===== config.mk =====
export PLATFORM = sky130hd
export DESIGN_NAME = packet_assembler
export DESIGN_NICKNAME = d
export VERILOG_FILES = /design/src/rtl/packet_buffer_pkg.sv /design/src/rtl/packet_assembler_keep_gen.sv /design/src/rtl/packet_assembler.sv
export SDC_FILE = /design/constraint.sdc
export NUM_CORES = 1
export LEC_CHECK = 0
export ABC_AREA = 1
export BUFFER_PORTS_ARGS = -buffer_cell sky130_fd_sc_hd__buf_2
export CORE_MARGIN = 3
export CORE_UTILIZATION = 39
export CTS_BUF_LIST = sky130_fd_sc_hd__clkbuf_16
export CTS_CLUSTER_SIZE = 28
export DETAILED_ROUTE_END_ITERATION = 10
export PLACE_DENSITY = 0.67
export SKIP_LAST_GASP = 1
export SYNTH_ARGS = -nofsm -noshare
export SYNTH_HDL_FRONTEND = slang
export SYNTH_SLANG_ARGS = --single-unit
export TNS_END_PERCENT = 20

===== constraint.sdc =====
create_clock -name clk_i -period 4.1 [get_ports clk_i]
set_input_delay 1.23 -clock clk_i [delete_from_list [all_inputs] [get_ports clk_i]]
set_output_delay 1.23 -clock clk_i [all_outputs]
set_load 0.005 [all_outputs]

===== src/rtl/packet_buffer_pkg.sv =====
// packet_buffer_pkg: frame-length limits and FSM state type shared by the packet assembler
package packet_buffer_pkg;
  localparam int MAX_ETH_FRAME_LENGTH = 1518;
  localparam int PKT_LEN_WIDTH = $clog2(MAX_ETH_FRAME_LENGTH + 1);
  typedef enum logic {IDLE, STREAM} assembler_state_t;
endpackage


===== src/rtl/packet_assembler_keep_gen.sv =====
// packet_assembler_keep_gen: thermometer mask with the low need_i lanes set
module packet_assembler_keep_gen #(
  parameter int NUM_LANES = 8,
  localparam int NW = $clog2(NUM_LANES + 1)
) (
  input  logic [NW-1:0]        need_i,
  output logic [NUM_LANES-1:0] keep_o
);
  for (genvar g = 0; g < NUM_LANES; g++) begin : g_keep
    assign keep_o[g] = need_i > NW'(g);
  end
endmodule


===== src/rtl/packet_assembler.sv =====
// packet_assembler: gathers per-lane byte streams into AXI4-Stream beats of a descriptor-given length
// Optional PACKET_ASSEMBLER_STATS_EN adds wrapping packet and byte counters.
module packet_assembler
  import packet_buffer_pkg::*;
#(
  parameter int AXI_WIDTH = 64,
  parameter int LANE_WIDTH = 8,
  localparam int NUM_LANES = AXI_WIDTH / LANE_WIDTH
) (
  input  logic                     clk_i,
  input  logic                     rst_ni,
  input  logic [PKT_LEN_WIDTH-1:0] len_i,
  input  logic                     len_valid_i,
  output logic                     len_ready_o,
  input  logic [LANE_WIDTH-1:0]    lane_tdata_i [NUM_LANES],
  input  logic [NUM_LANES-1:0]     lane_tvalid_i,
  output logic [NUM_LANES-1:0]     lane_tready_o,
  output logic [AXI_WIDTH-1:0]     tdata_o,
  output logic [NUM_LANES-1:0]     tkeep_o,
  output logic                     tlast_o,
  output logic                     tvalid_o,
  input  logic                     tready_i,
  output logic                     err_len_o
`ifdef PACKET_ASSEMBLER_STATS_EN
  ,
  output logic [31:0]              pkt_count_o,
  output logic [31:0]              byte_count_o
`endif
);
  localparam int NW = $clog2(NUM_LANES + 1);
  localparam logic [PKT_LEN_WIDTH-1:0] LANES_L = PKT_LEN_WIDTH'(NUM_LANES);
  localparam logic [PKT_LEN_WIDTH-1:0] MAX_L = PKT_LEN_WIDTH'(MAX_ETH_FRAME_LENGTH);

  assembler_state_t         state_q;
  logic [PKT_LEN_WIDTH-1:0] rem_q;
  logic                     len_ready_q, err_q, tvalid_q, tlast_q;
  logic [NUM_LANES-1:0]     tkeep_q, keep;
  logic [AXI_WIDTH-1:0]     tdata_q, data_d;
  logic [NW-1:0]            need;
  logic                     accept, len_ok, last, form;

  assign need   = (rem_q < LANES_L) ? NW'(rem_q) : NW'(NUM_LANES);
  assign last   = rem_q <= LANES_L;
  assign accept = len_valid_i && len_ready_q;
  assign len_ok = (len_i != '0) && (len_i <= MAX_L);
  // A beat needs every required lane at once and room in the output register
  assign form   = (state_q == STREAM) && ((lane_tvalid_i & keep) == keep) && (!tvalid_q || tready_i);

  packet_assembler_keep_gen #(.NUM_LANES(NUM_LANES)) u_keep_gen (
    .need_i(need),
    .keep_o(keep)
  );

  // Pack the required lanes into the beat, zeroing the unused bytes
  always_comb begin
    data_d = '0;
    for (int i = 0; i < NUM_LANES; i++) data_d[i*LANE_WIDTH +: LANE_WIDTH] = keep[i] ? lane_tdata_i[i] : '0;
  end

  // Descriptor FSM, remaining-byte count and the registered output beat
  always_ff @(posedge clk_i or negedge rst_ni) begin
    if (!rst_ni) begin
      state_q     <= IDLE;
      rem_q       <= '0;
      len_ready_q <= 1'b0;
      err_q       <= 1'b0;
      tvalid_q    <= 1'b0;
      tlast_q     <= 1'b0;
      tkeep_q     <= '0;
      tdata_q     <= '0;
    end else begin
      err_q       <= accept && !len_ok;
      len_ready_q <= !(accept && len_ok) && (state_q == IDLE || (form && last));
      if (form) begin
        tvalid_q <= 1'b1;
        tdata_q  <= data_d;
        tkeep_q  <= keep;
        tlast_q  <= last;
        rem_q    <= rem_q - PKT_LEN_WIDTH'(need);
        if (last) state_q <= IDLE;
      end else if (tvalid_q && tready_i) begin
        tvalid_q <= 1'b0;
      end
      if (accept && len_ok) begin
        state_q <= STREAM;
        rem_q   <= len_i;
      end
    end
  end

  assign len_ready_o   = len_ready_q;
  assign err_len_o     = err_q;
  assign lane_tready_o = form ? keep : '0;
  assign tdata_o       = tdata_q;
  assign tkeep_o       = tkeep_q;
  assign tlast_o       = tlast_q;
  assign tvalid_o      = tvalid_q;

`ifdef PACKET_ASSEMBLER_STATS_EN
  logic [31:0] pkt_count_q, byte_count_q;
  // Wrapping counters of delivered packets and bytes, advanced on each output handshake
  always_ff @(posedge clk_i or negedge rst_ni) begin
    if (!rst_ni) begin
      pkt_count_q  <= '0;
      byte_count_q <= '0;
    end else if (tvalid_q && tready_i) begin
      pkt_count_q  <= pkt_count_q + 32'(tlast_q);
      byte_count_q <= byte_count_q + 32'($countones(tkeep_q));
    end
  end
  assign pkt_count_o  = pkt_count_q;
  assign byte_count_o = byte_count_q;
`endif
endmodule


==> impl_metrics.py, run 1 <==
metrics = {
    "outcome": {
        "status": "complete, no violations",
    },
    "worst_hold_path": {
        "hold_path.class": "register to register",
    },
    "sta": {
        "tns_ns": 0,
        "fmax_mhz": 264,
        "fin_worst_skew_ns": 0.00560,
        "setup_violations": 0,
        "relSlewSlack": 0.434,
        "tightest_slew_ns": 0.850,
        "rsz0062_at_grt": "false",
        "finalHoldViolations": 0,
        "final_max_slew_viol_count": 0,
        "period_share": 0.923,
        "finalCriticalPeriod_ns": 3.78,
        "fin_hold_ws_ns": 0.472,
    },
    "synth": {
        "yosys.area.top_type": "dfrtp_1",
        "syn_area_per_cell_um2": 7.97,
        "syn_inst": 509,
        "ys_types": 23,
        "ys_ff_latch": 88,
        "yosysTopAreaCellShare": 0.543,
        "synth_area_um2": 4060,
        "synth_nets": 597,
        "yosysSeqAreaShare": 0.543,
        "yosys-top-cells-area": "dfrtp_1 54%, nand2_1 24%, nand3_1 4.2%",
        "yosysWarningCount": 0,
    },
    "clock_tree": {
        "cts_buffers": 9,
        "cts_tree": "yes",
        "root_buffer": "clkbuf_16",
        "clkTransAtPathRegs_ns": 0.06,
        "cts.sinks": 88,
        "htree_levels": 3,
        "clock_path_buffers": 2,
        "cts_resized": 0,
        "insertion_delay_ns": 0.32,
        "post_cts_buffers": 0,
        "hold_buffers": 0,
    },
    "route": {
        "drtPass1Iterations": 4,
        "drt_iter0_drc": 272,
        "vias": 3774,
        "drt-vias-per-instance": 4.57,
        "ant_nets": 0,
        "wirelength_um": 10400,
        "drcViolationCount": 0,
        "wl_per_cell_um": 12.6,
    },
    "floorplan": {
        "core_um2": 9950,
        "dieWidth_um": 108,
        "die-area_um2": 11700,
        "rows": 36,
        "start_util": 0.407,
        "die_h_um": 108,
        "num_io_pins": 171,
    },
    "cells_and_area": {
        "insertedDiodeCount": 0,
        "multi_input_area_um2": 1610,
        "nFillCells": 932,
        "area_growth_pct": 31.8,
        "regArea_um2": 2200,
        "fin_nets": 776,
        "drive_gt1_frac": 0.298,
    },
    "power_and_ir_drop": {
        "power_density_nw_per_um2": 542,
        "p_leak_nw": 3.27,
        "ir_drop_mv": 0.249,
    },
    "setup_path": {
        "cp.required_ns": 2.87,
        "worstPathMaxFanout": 44,
        "crit_type": "register to primary output",
        "worstSetupEndpointType": "primary output",
        "startpoint_type": "register",
        "arrival_ns": 2.55,
    },
    "grt": {
        "grt_pass1_vias": 3510,
        "grt_usage": 0.180,
        "antenna_found_initial": 0,
        "grt_max_degree": 70,
        "grt_pass1_wl_um": 16800,
        "overflow": 0,
    },
    "run": {
        "maxCapViolCount": 0,
    },
    "place": {
        "port_buffers": 170,
        "gp_congestion": 0.860,
        "dp_hpwl_um": 8060,
    },
}
-- worst max-delay path, stage by stage (launching register included) --
cell and delay, ns:
dfrtp_1 0.44, nor2_1 0.12, nand2_1 0.11, nor2_4 0.26
nand2_1 0.16, nand2_1 0.11, nand2_1 0.07, nor2_2 0.18
nand4_4 0.21, buf_12 0.26, nor2_8 0.16, buf_2 0.13
-- metal layers --
layer	share of wire	wire length, um	track usage	up-vias
li1	-	-	-	1922
met1	0.46	4730	0.251	1726
met2	0.47	4860	0.294	120
met3	0.069	720	0.0358	6
met5	0	0	0	-
met4	0.0057	59	0.0361	0
-- layout make-up --
class	count	area share
clock buffer	9	0.0421
timing repair buffer	181	0.177
inverter	38	0.0267
tap	133	0.0311
multi-input combinational	370	0.301
clock inverter	6	0.00983
sequential	88	0.412
-- layout by cell type, fill, tap and decap left out --
cell type	count
xor2_1	1
buf_2	169
xnor2_1	2
buf_4	11
o21ai_0	20
nand4_4	1
conb_1	1
o21ai_1	1
dfrtp_1	88
nor2_8	4
bufinv_16	1
inv_1	39
clkbuf_16	9
buf_12	1
nand2_2	2
ha_1	1
nor2_1	23
nand2_1	264
nor3_1	3
a21oi_1	2
clkinv_1	3
nand4_1	4
nor2_4	1
nand3_1	34
clkinvlp_4	1
nor2_2	6
-- report_power, final --
group          switching, W  total, W  internal [W]  leakage [nW]
Combinational      0.000485  0.000858      0.000373          1.99
Clock              0.000311  0.000771      0.000460         0.135
Sequential         0.000162   0.00127       0.00111          1.15
-- state kept, by name (all words and copies together), names as in the netlist --
signal       flops
tdata_o         64
err_len_o        1
state_q          1
tvalid_o         1
tlast_o          1
len_ready_o      1
tkeep_o          8
rem_q           11
-- through the flow --
step | total power (W) | setup slack, ns | cells | util | area [um^2]
final | 0.00290 | 0.317 | 825 | 0.537 | 5350
after global routing | 0.00313 | 0.0555 | 825 | 0.537 | 5350
after CTS | 0.00293 | 0.276 | 825 | 0.537 | 5350
after detailed placement | 0.00215 | 0.374 | 810 | 0.509 | 5070
after global placement | 0.00213 | 0.411 | 810 | 0.509 | 5070
after floorplan | 0.00177 | 0.780 | 509 | - | 4060
-- synthesized netlist by cell type --
cell	count
xnor2_1	2
clkbuf_1	4
nor2_1	23
buf_2	1
xor2_1	1
buf_1	1
nor2_2	6
o21ai_0	20
conb_1	1
nand4_1	4
nor2_8	4
o21ai_1	1
nand4_4	1
a21oi_1	2
nand3_1	34
ha_1	1
inv_1	38
nand2_1	264
nor3_1	3
buf_6	7
dfrtp_1	88
nor2_4	1
nand2_2	2
-- kinds of logic (layout without fill, tap and decap cells) --
group,Yosys count,count (layout),synth area share
AO/OA/AOI/OAI,23,23,0.0284
adder cells (fa/ha/maj),1,1,0.00308
AND/OR/NAND/NOR,342,342,0.358
XOR/XNOR,3,3,0.00648
buffers and inverters,51,234,0.0605
other,1,1,0.000925
flip-flops,88,88,0.543
-- final timing paths --
check	from	endpoint	slack [ns]	cells past startpoint
worst max-delay path	rem_q[8]	lane_tready_o[3]	0.32	11
max in group asynchronous	rst_ni	tdata_o[52]	2.40	2
min in group asynchronous	rst_ni	tdata_o[27]	1.00	1
worst min register to register	tdata_o[7]	tdata_o[7]	0.47	2
worst max register to register	rem_q[8]	tdata_o[5]	1.67	13
worst min-delay path	tdata_o[7]	tdata_o[7]	0.47	2
(Power assumes the default switching activity.)
==> run 2, diff against run 1 <==
--- a/config.mk
+++ b/config.mk
@@ -7,12 +7,14 @@
 export LEC_CHECK = 0
 export ABC_AREA = 1
 export BUFFER_PORTS_ARGS = -buffer_cell sky130_fd_sc_hd__buf_2
+export CELL_PAD_IN_SITES_DETAIL_PLACEMENT = 0
+export CELL_PAD_IN_SITES_GLOBAL_PLACEMENT = 1
 export CORE_MARGIN = 3
-export CORE_UTILIZATION = 39
+export CORE_UTILIZATION = 36
 export CTS_BUF_LIST = sky130_fd_sc_hd__clkbuf_16
 export CTS_CLUSTER_SIZE = 28
 export DETAILED_ROUTE_END_ITERATION = 10
-export PLACE_DENSITY = 0.67
+export PLACE_DENSITY_LB_ADDON = 0.1
 export SKIP_LAST_GASP = 1
 export SYNTH_ARGS = -nofsm -noshare
 export SYNTH_HDL_FRONTEND = slang
==> run 2 against run 1 <==
  * Via count rose by 0.95%
  * Total power rose by 3.7%
  * Highest routed layer unchanged
  * Count of clock-buffer cells in the layout did not move
  * Sequential share of layout area fell by 0.67 points
  * Non-clock buffer count rose by 5
  * Wire length rose by 5.8%
  * First-iteration DRC count rose by 21%
  * Global-route usage fell by 0.46 points
  * Clock power rose by 13%
  * Die area rose by 7.9%
==> impl_metrics.py, run 2 (synthesis results as in run 1) <==
metrics = {
    "outcome": {
        "status": "complete, no violations",
    },
    "cells_and_area": {
        "final_cell_mix": "264 x nand2_1, 169 x buf_2, 88 x dfrtp_1",
        "layout_commonest_cell": "nand2_1",
        "drive_gt1_frac": 0.309,
        "fin_nets": 781,
        "utilization": 0.497,
        "nFillCells": 1108,
        "largest_reg_flops": 64,
        "insertedDiodeCount": 0,
        "area_growth_pct": 34.0,
    },
    "sta": {
        "fin_hold_ws_ns": 0.472,
        "fmax_mhz": 266,
        "setup_violations": 0,
        "fin_worst_skew_ns": 0.00552,
        "final_max_slew_viol_count": 0,
        "period_share": 0.917,
        "finalHoldViolations": 0,
        "finalWorstSetupSlack_ns": 0.338,
        "tightest_slew_ns": 0.759,
        "relSlewSlack": 0.494,
        "rsz0062_at_grt": "false",
        "finalCriticalPeriod_ns": 3.76,
        "tns_ns": 0,
    },
    "run": {
        "maxCapViolCount": 0,
    },
    "setup_path": {
        "worstPathMaxFanout": 10,
        "max_stage_delay_ns": 0.43,
        "r2r_cells": 13,
        "cp.required_ns": 2.87,
        "reg2reg_from": "rem_q[8]",
        "timing.rr.end": "tdata_o[2]",
        "crit_type": "register to primary output",
        "critPathBufInv": 4,
        "crit_path_top_delay_cell": "dfrtp_1",
        "arrival_ns": 2.53,
        "cp_cell_sequence": "nor2_1 > nand2_1 > nor2_4 > nand3_1 > nand2_1 > inv_1 > nor2_2 > nand4_4 > buf_4 > nor2_2 > buf_4 > buf_2",
        "cp_top_family": "simple AND/OR/NAND/NOR gates",
        "startpoint_type": "register",
        "timing.reg2reg.setup_slack_ns": 1.70,
        "worstSetupEndpointType": "primary output",
    },
    "clock_tree": {
        "cts_tree": "yes",
        "cts.sinks": 88,
        "insertion_delay_ns": 0.33,
        "htree_levels": 3,
        "root_buffer": "clkbuf_16",
        "clkTransAtPathRegs_ns": 0.06,
        "cts_buffers": 9,
        "clock_path_buffers": 2,
    },
    "floorplan": {
        "rows": 38,
        "start_util": 0.371,
        "die-area_um2": 12600,
        "die_h_um": 112,
        "num_io_pins": 171,
        "core_um2": 10900,
        "dieWidth_um": 112,
    },
    "power_and_ir_drop": {
        "switchingPower_w": 0.000990,
        "p_comb_frac": 0.287,
        "power_density_nw_per_um2": 553,
        "swShare": 0.330,
        "p_leak_nw": 3.31,
        "power.internal_w": 0.00202,
        "p_seq_frac": 0.423,
        "p_clk_frac": 0.290,
        "ir_drop_mv": 0.187,
    },
    "route": {
        "wirelength_um": 11000,
        "vias": 3810,
        "wl_per_cell_um": 13.1,
        "drt_iter0_drc": 329,
        "drtPass1Iterations": 4,
        "drcViolationCount": 0,
        "ant_nets": 0,
        "drt-vias-per-instance": 4.55,
    },
    "place": {
        "gp_congestion": 0.809,
        "port_buffers": 170,
        "dp_hpwl_um": 8510,
        "pre_cts_ws_ns": 0.224,
    },
    "worst_hold_path": {
        "hold_path.class": "register to register",
        "hold_depth": 2,
        "whs_endpoint": "tdata_o[51]",
        "hold_path.startpoint": "tdata_o[51]",
    },
    "grt": {
        "grt_usage": 0.175,
        "overflow": 0,
        "antenna_found_initial": 0,
        "grt_pass1_vias": 3636,
        "grt_pass1_wl_um": 17800,
        "grt_max_degree": 61,
    },
}
run 2: cell types whose count changed in the layout (fill, tap and decap cells not counted), sizes merged:
cell / previous run / this run
buf: 181 / 186
bufinv: 1 / 2
run 2: per-layer routing:
metal  GRT usage  vias to the layer above  part of all wire
met5           0                        -                 0
met4      0.0673                        0             0.022
met3      0.0367                       12             0.077
met2       0.272                      140              0.45
met1       0.242                     1721              0.45
li1            -                     1937                 -
run 2: worst max-delay path by stage:
stage	start	endpoint	cells past startpoint
after CTS	rem_q[8]	lane_tready_o[5]	11
after detailed placement	lane_tvalid_i[7]	lane_tready_o[5]	9
final	rem_q[8]	lane_tready_o[7]	12
after global placement	lane_tvalid_i[7]	lane_tready_o[6]	9
after global routing	rem_q[8]	lane_tready_o[5]	11
after floorplan	lane_tvalid_i[7]	lane_tready_o[3]	7
run 2: power groups by stage:
stage | Sequential (W) | Clock [W] | Combinational (W)
CTS | 0.00127 | 0.000897 | 0.000878
floorplan | 0.00128 | 0 | 0.000484
finish | 0.00127 | 0.000872 | 0.000862
detailed placement | 0.00129 | 0 | 0.000872
global route | 0.00131 | 0.000939 | 0.000995
global placement | 0.00128 | 0 | 0.000873
run 2: cell type report:
type / count / area (um^2) / share of cell area
well taps: 140 / 175 / 0.0322
clock buffers: 9 / 225 / 0.0414
multi-input cells: 370 / 1610 / 0.296
inverters: 38 / 143 / 0.0262
repair buffers: 186 / 986 / 0.181
flip-flops and latches: 88 / 2200 / 0.405
clock inverters: 7 / 95.1 / 0.0175
run 2: metrics by stage:
stage / instances / total power (W) / area [um^2]
2_1_floorplan: 509 / 0.00177 / 4060
3_3_place_gp: 819 / 0.00215 / 5090
3_5_place_dp: 819 / 0.00216 / 5090
4_1_cts: 835 / 0.00305 / 5410
5_1_grt: 838 / 0.00324 / 5430
6_report: 838 / 0.00301 / 5430
run 2: worst register-to-register path: stages (launching register included):
cell     delay [ns]
dfrtp_1        0.43
nor2_1         0.10
nand2_1        0.11
nor2_4         0.27
nand3_1        0.19
nand2_1        0.10
inv_1          0.05
nor2_2         0.24
nand4_4        0.17
buf_4          0.24
nor2_2         0.11
buf_4          0.20
nand2_1        0.07
nand2_1        0.06
run 2: timing repair:
action                     4_1_cts  5_1_grt
hold buffers                     0        0
setup endpoints to repair        0        7
buffers inserted                 0        3
gates resized for setup          0        0
==> run 3, diff against run 2 <==
--- a/config.mk
+++ b/config.mk
@@ -10,7 +10,7 @@
 export CELL_PAD_IN_SITES_DETAIL_PLACEMENT = 0
 export CELL_PAD_IN_SITES_GLOBAL_PLACEMENT = 1
 export CORE_MARGIN = 3
-export CORE_UTILIZATION = 36
+export CORE_UTILIZATION = 37
 export CTS_BUF_LIST = sky130_fd_sc_hd__clkbuf_16
 export CTS_CLUSTER_SIZE = 28
 export DETAILED_ROUTE_END_ITERATION = 10
@@ -18,5 +18,6 @@
 export SKIP_LAST_GASP = 1
 export SYNTH_ARGS = -nofsm -noshare
 export SYNTH_HDL_FRONTEND = slang
+export SYNTH_HIERARCHICAL = 1
 export SYNTH_SLANG_ARGS = --single-unit
 export TNS_END_PERCENT = 20
==> run 3 against run 2 <==
  * Sequential cell count did not move
  * Cell area fell by 8.9%
  * Worst hold slack improved by 0.0063 ns
  * Fmax fell by 0.97%
  * Combinational power fell by 12%
  * First-iteration DRC count fell by 38%
  * Critical path type unchanged
  * Largest cell class unchanged
  * Highest routed layer unchanged
==> impl_metrics.py, run 3 <==
metrics = {
    "route": {
        "top_layer": "met4",
        "ant_nets": 0,
        "drtPass1Iterations": 4,
        "met2_length_um": 4140,
        "wl_per_cell_um": 14.6,
        "drt-vias-per-instance": 4.78,
        "wl_met3_um": 653,
        "drt_iter0_drc": 205,
        "drcViolationCount": 0,
        "wirelength_um": 9660,
        "wl_met1_um": 4660,
        "vias": 3161,
    },
    "worst_hold_path": {
        "hold_path.startpoint": "tkeep_o[1]",
        "hold_depth": 2,
        "whs_endpoint": "tkeep_o[1]",
        "hold_path.class": "register to register",
    },
    "setup_path": {
        "crit_type": "register to primary output",
        "critPathMostFrequentCell": "nand2_1",
        "arrival_ns": 2.57,
        "worstSetupEndpointType": "primary output",
        "crit_path_top_delay_cell": "dfrtp_1",
        "cp_cell_sequence": "nor2_2 > nand2_1 > nor2_2 > inv_2 > nor2_2 > nand2_1 > nand2_1 > nand3_1 > nor2_1 > nand3_2 > inv_4 > nand2_1 > inv_2 > buf_2",
        "cp.required_ns": 2.87,
        "worstPathMaxFanout": 11,
        "startpoint_type": "register",
        "timing.reg2reg.setup_slack_ns": 1.08,
        "reg2reg_from": "rem_q[4]",
        "max_stage_delay_ns": 0.42,
        "r2r_cells": 16,
        "timing.rr.end": "rem_q[3]",
    },
    "cells_and_area": {
        "layout_commonest_cell": "buf_2",
        "area_growth_pct": 35.6,
        "final_cell_mix": "169 x buf_2, 88 x dfrtp_1, 83 x nand2_1",
        "insertedDiodeCount": 0,
        "largest_reg_flops": 64,
        "drive_gt1_frac": 0.393,
        "fin_nets": 616,
    },
    "sta": {
        "setup_violations": 0,
        "relSlewSlack": 0.335,
        "fmax_mhz": 263,
        "tightest_slew_ns": 0.997,
        "tns_ns": 0,
        "final_max_slew_viol_count": 0,
        "finalCriticalPeriod_ns": 3.80,
        "finalHoldViolations": 0,
        "fin_worst_skew_ns": 0.00900,
        "finalWorstSetupSlack_ns": 0.302,
        "rsz0062_at_grt": "false",
        "period_share": 0.926,
    },
    "power_and_ir_drop": {
        "p_seq_frac": 0.442,
        "power.internal_w": 0.00197,
        "ir_drop_mv": 0.198,
        "power_density_nw_per_um2": 573,
        "switchingPower_w": 0.000863,
        "p_leak_nw": 2.88,
        "swShare": 0.304,
        "p_comb_frac": 0.267,
        "p_clk_frac": 0.291,
    },
    "clock_tree": {
        "insertion_delay_ns": 0.34,
        "cts_tree": "yes",
        "clkTransAtPathRegs_ns": 0.06,
        "root_buffer": "clkbuf_16",
        "clock_path_buffers": 2,
        "htree_levels": 3,
        "cts.sinks": 88,
        "cts_buffers": 9,
        "hold_buffers": 0,
        "post_cts_buffers": 0,
    },
    "synth": {
        "synth_nets": 443,
        "synth_edf_count": 0,
        "synth-adder-area-share": 0.00685,
        "synth_top_family_by_area": "compound AO/OA/AOI/OAI gates",
        "synth-xor-area-share": 0.00959,
        "yosysWarningCount": 6,
        "synthMuxAreaShare": 0,
        "synth_common_cells": "88 x dfrtp_1, 83 x nand2_1, 64 x a22o_1",
        "ys_types": 27,
        "synth_simple_gate_area_share": 0.153,
        "yosysSeqAreaShare": 0.603,
        "ys_async_sr_fraction": 1.00,
        "syn_inst": 354,
        "yosys.area.top_type": "dfrtp_1",
        "yosysTopAreaCellShare": 0.603,
        "synth_area_um2": 3650,
        "ys_ff_latch": 88,
        "synthFlopType": "dfrtp_1",
        "yosys-top-cells-area": "dfrtp_1 60%, a22o_1 15%, nand2_1 8.5%",
        "synth_most_common_cell": "dfrtp_1",
        "syn_area_per_cell_um2": 10.3,
        "synth_compound_area_frac": 0.174,
    },
    "place": {
        "pre_cts_ws_ns": 0.473,
        "port_buffers": 170,
        "dp_hpwl_um": 7010,
        "gp_congestion": 0.774,
    },
    "floorplan": {
        "die_h_um": 105,
        "dieWidth_um": 105,
        "start_util": 0.388,
        "rows": 35,
        "core_um2": 9420,
        "num_io_pins": 171,
        "die-area_um2": 11100,
    },
    "grt": {
        "grt_pass1_vias": 3169,
        "grt_max_degree": 81,
        "overflow": 0,
        "grt_pass1_wl_um": 16000,
        "antenna_found_initial": 0,
        "grt_usage": 0.179,
    },
    "outcome": {
        "status": "complete, no violations",
    },
    "run": {
        "maxCapViolCount": 0,
    },
}
-- run 3: how the worst max path moves through the flow --
stage | startpoint | endpoint | cells after the start
finish | rem_q[4] | lane_tready_o[0] | 14
global placement | rem_q[4] | lane_tready_o[3] | 14
CTS | rem_q[4] | lane_tready_o[0] | 14
floorplan | lane_tvalid_i[3] | lane_tready_o[6] | 9
global route | rem_q[4] | lane_tready_o[3] | 14
detailed placement | rem_q[4] | lane_tready_o[0] | 14
-- run 3: layout make-up --
class                   count  area, um^2
flip-flops and latches     88        2200
clock buffers               9         225
repair buffers            173         876
well taps                 129         161
clock inverters             7        76.3
multi-input cells         218        1270
inverters                  37         141
fillers                   882        4460
-- run 3: cell families after synthesis --
| family | after synthesis |
|---|---|
| XOR/XNOR | 4 |
| AO/OA/AOI/OAI | 76 |
| AND/OR/NAND/NOR | 134 |
| other | 2 |
| adder cells (fa/ha/maj) | 2 |
| flip-flops | 88 |
| buffers and inverters | 48 |
-- run 3: what timing repair did --
item	4_1_cts	5_1_grt
gates resized for setup	0	3
endpoints found under the setup margin	0	8
endpoints found under the hold margin	0	0
-- run 3: routing by layer --
layer / track usage / vias to the layer above
met3: 0.0484 / 18
met1: 0.259 / 1480
li1: - / 1545
met2: 0.259 / 118
met4: 0.0590 / 0
met5: 0 / -
-- run 3: worst max-delay path: cells and delay by family (launching register included) --
kind | cells | cell delay (ns)
buffers and inverters | 4 | 0.55
DFF | 1 | 0.42
and+or+nand+nor | 10 | 1.26
-- run 3: per-stage QoR --
step | instance area [um^2] | cells | total power, W | utilization | hold WS (ns)
floorplan | 3650 | 354 | 0.00168 | - | 0.444
global placement | 4650 | 645 | 0.00202 | 0.493 | 0.460
detailed placement | 4650 | 645 | 0.00203 | 0.493 | 0.463
CTS | 4950 | 661 | 0.00287 | 0.525 | 0.484
global route | 4950 | 661 | 0.00303 | 0.526 | 0.504
finish | 4950 | 661 | 0.00284 | 0.526 | 0.479
-- run 3: power by group through the flow --
stage | registers, W | clock network, W | logic, W
6_report | 0.00125 | 0.000826 | 0.000757
5_1_grt | 0.00128 | 0.000894 | 0.000855
4_1_cts | 0.00125 | 0.000847 | 0.000767
3_5_place_dp | 0.00127 | 0 | 0.000761
3_3_place_gp | 0.00126 | 0 | 0.000762
2_1_floorplan | 0.00127 | 0 | 0.000409
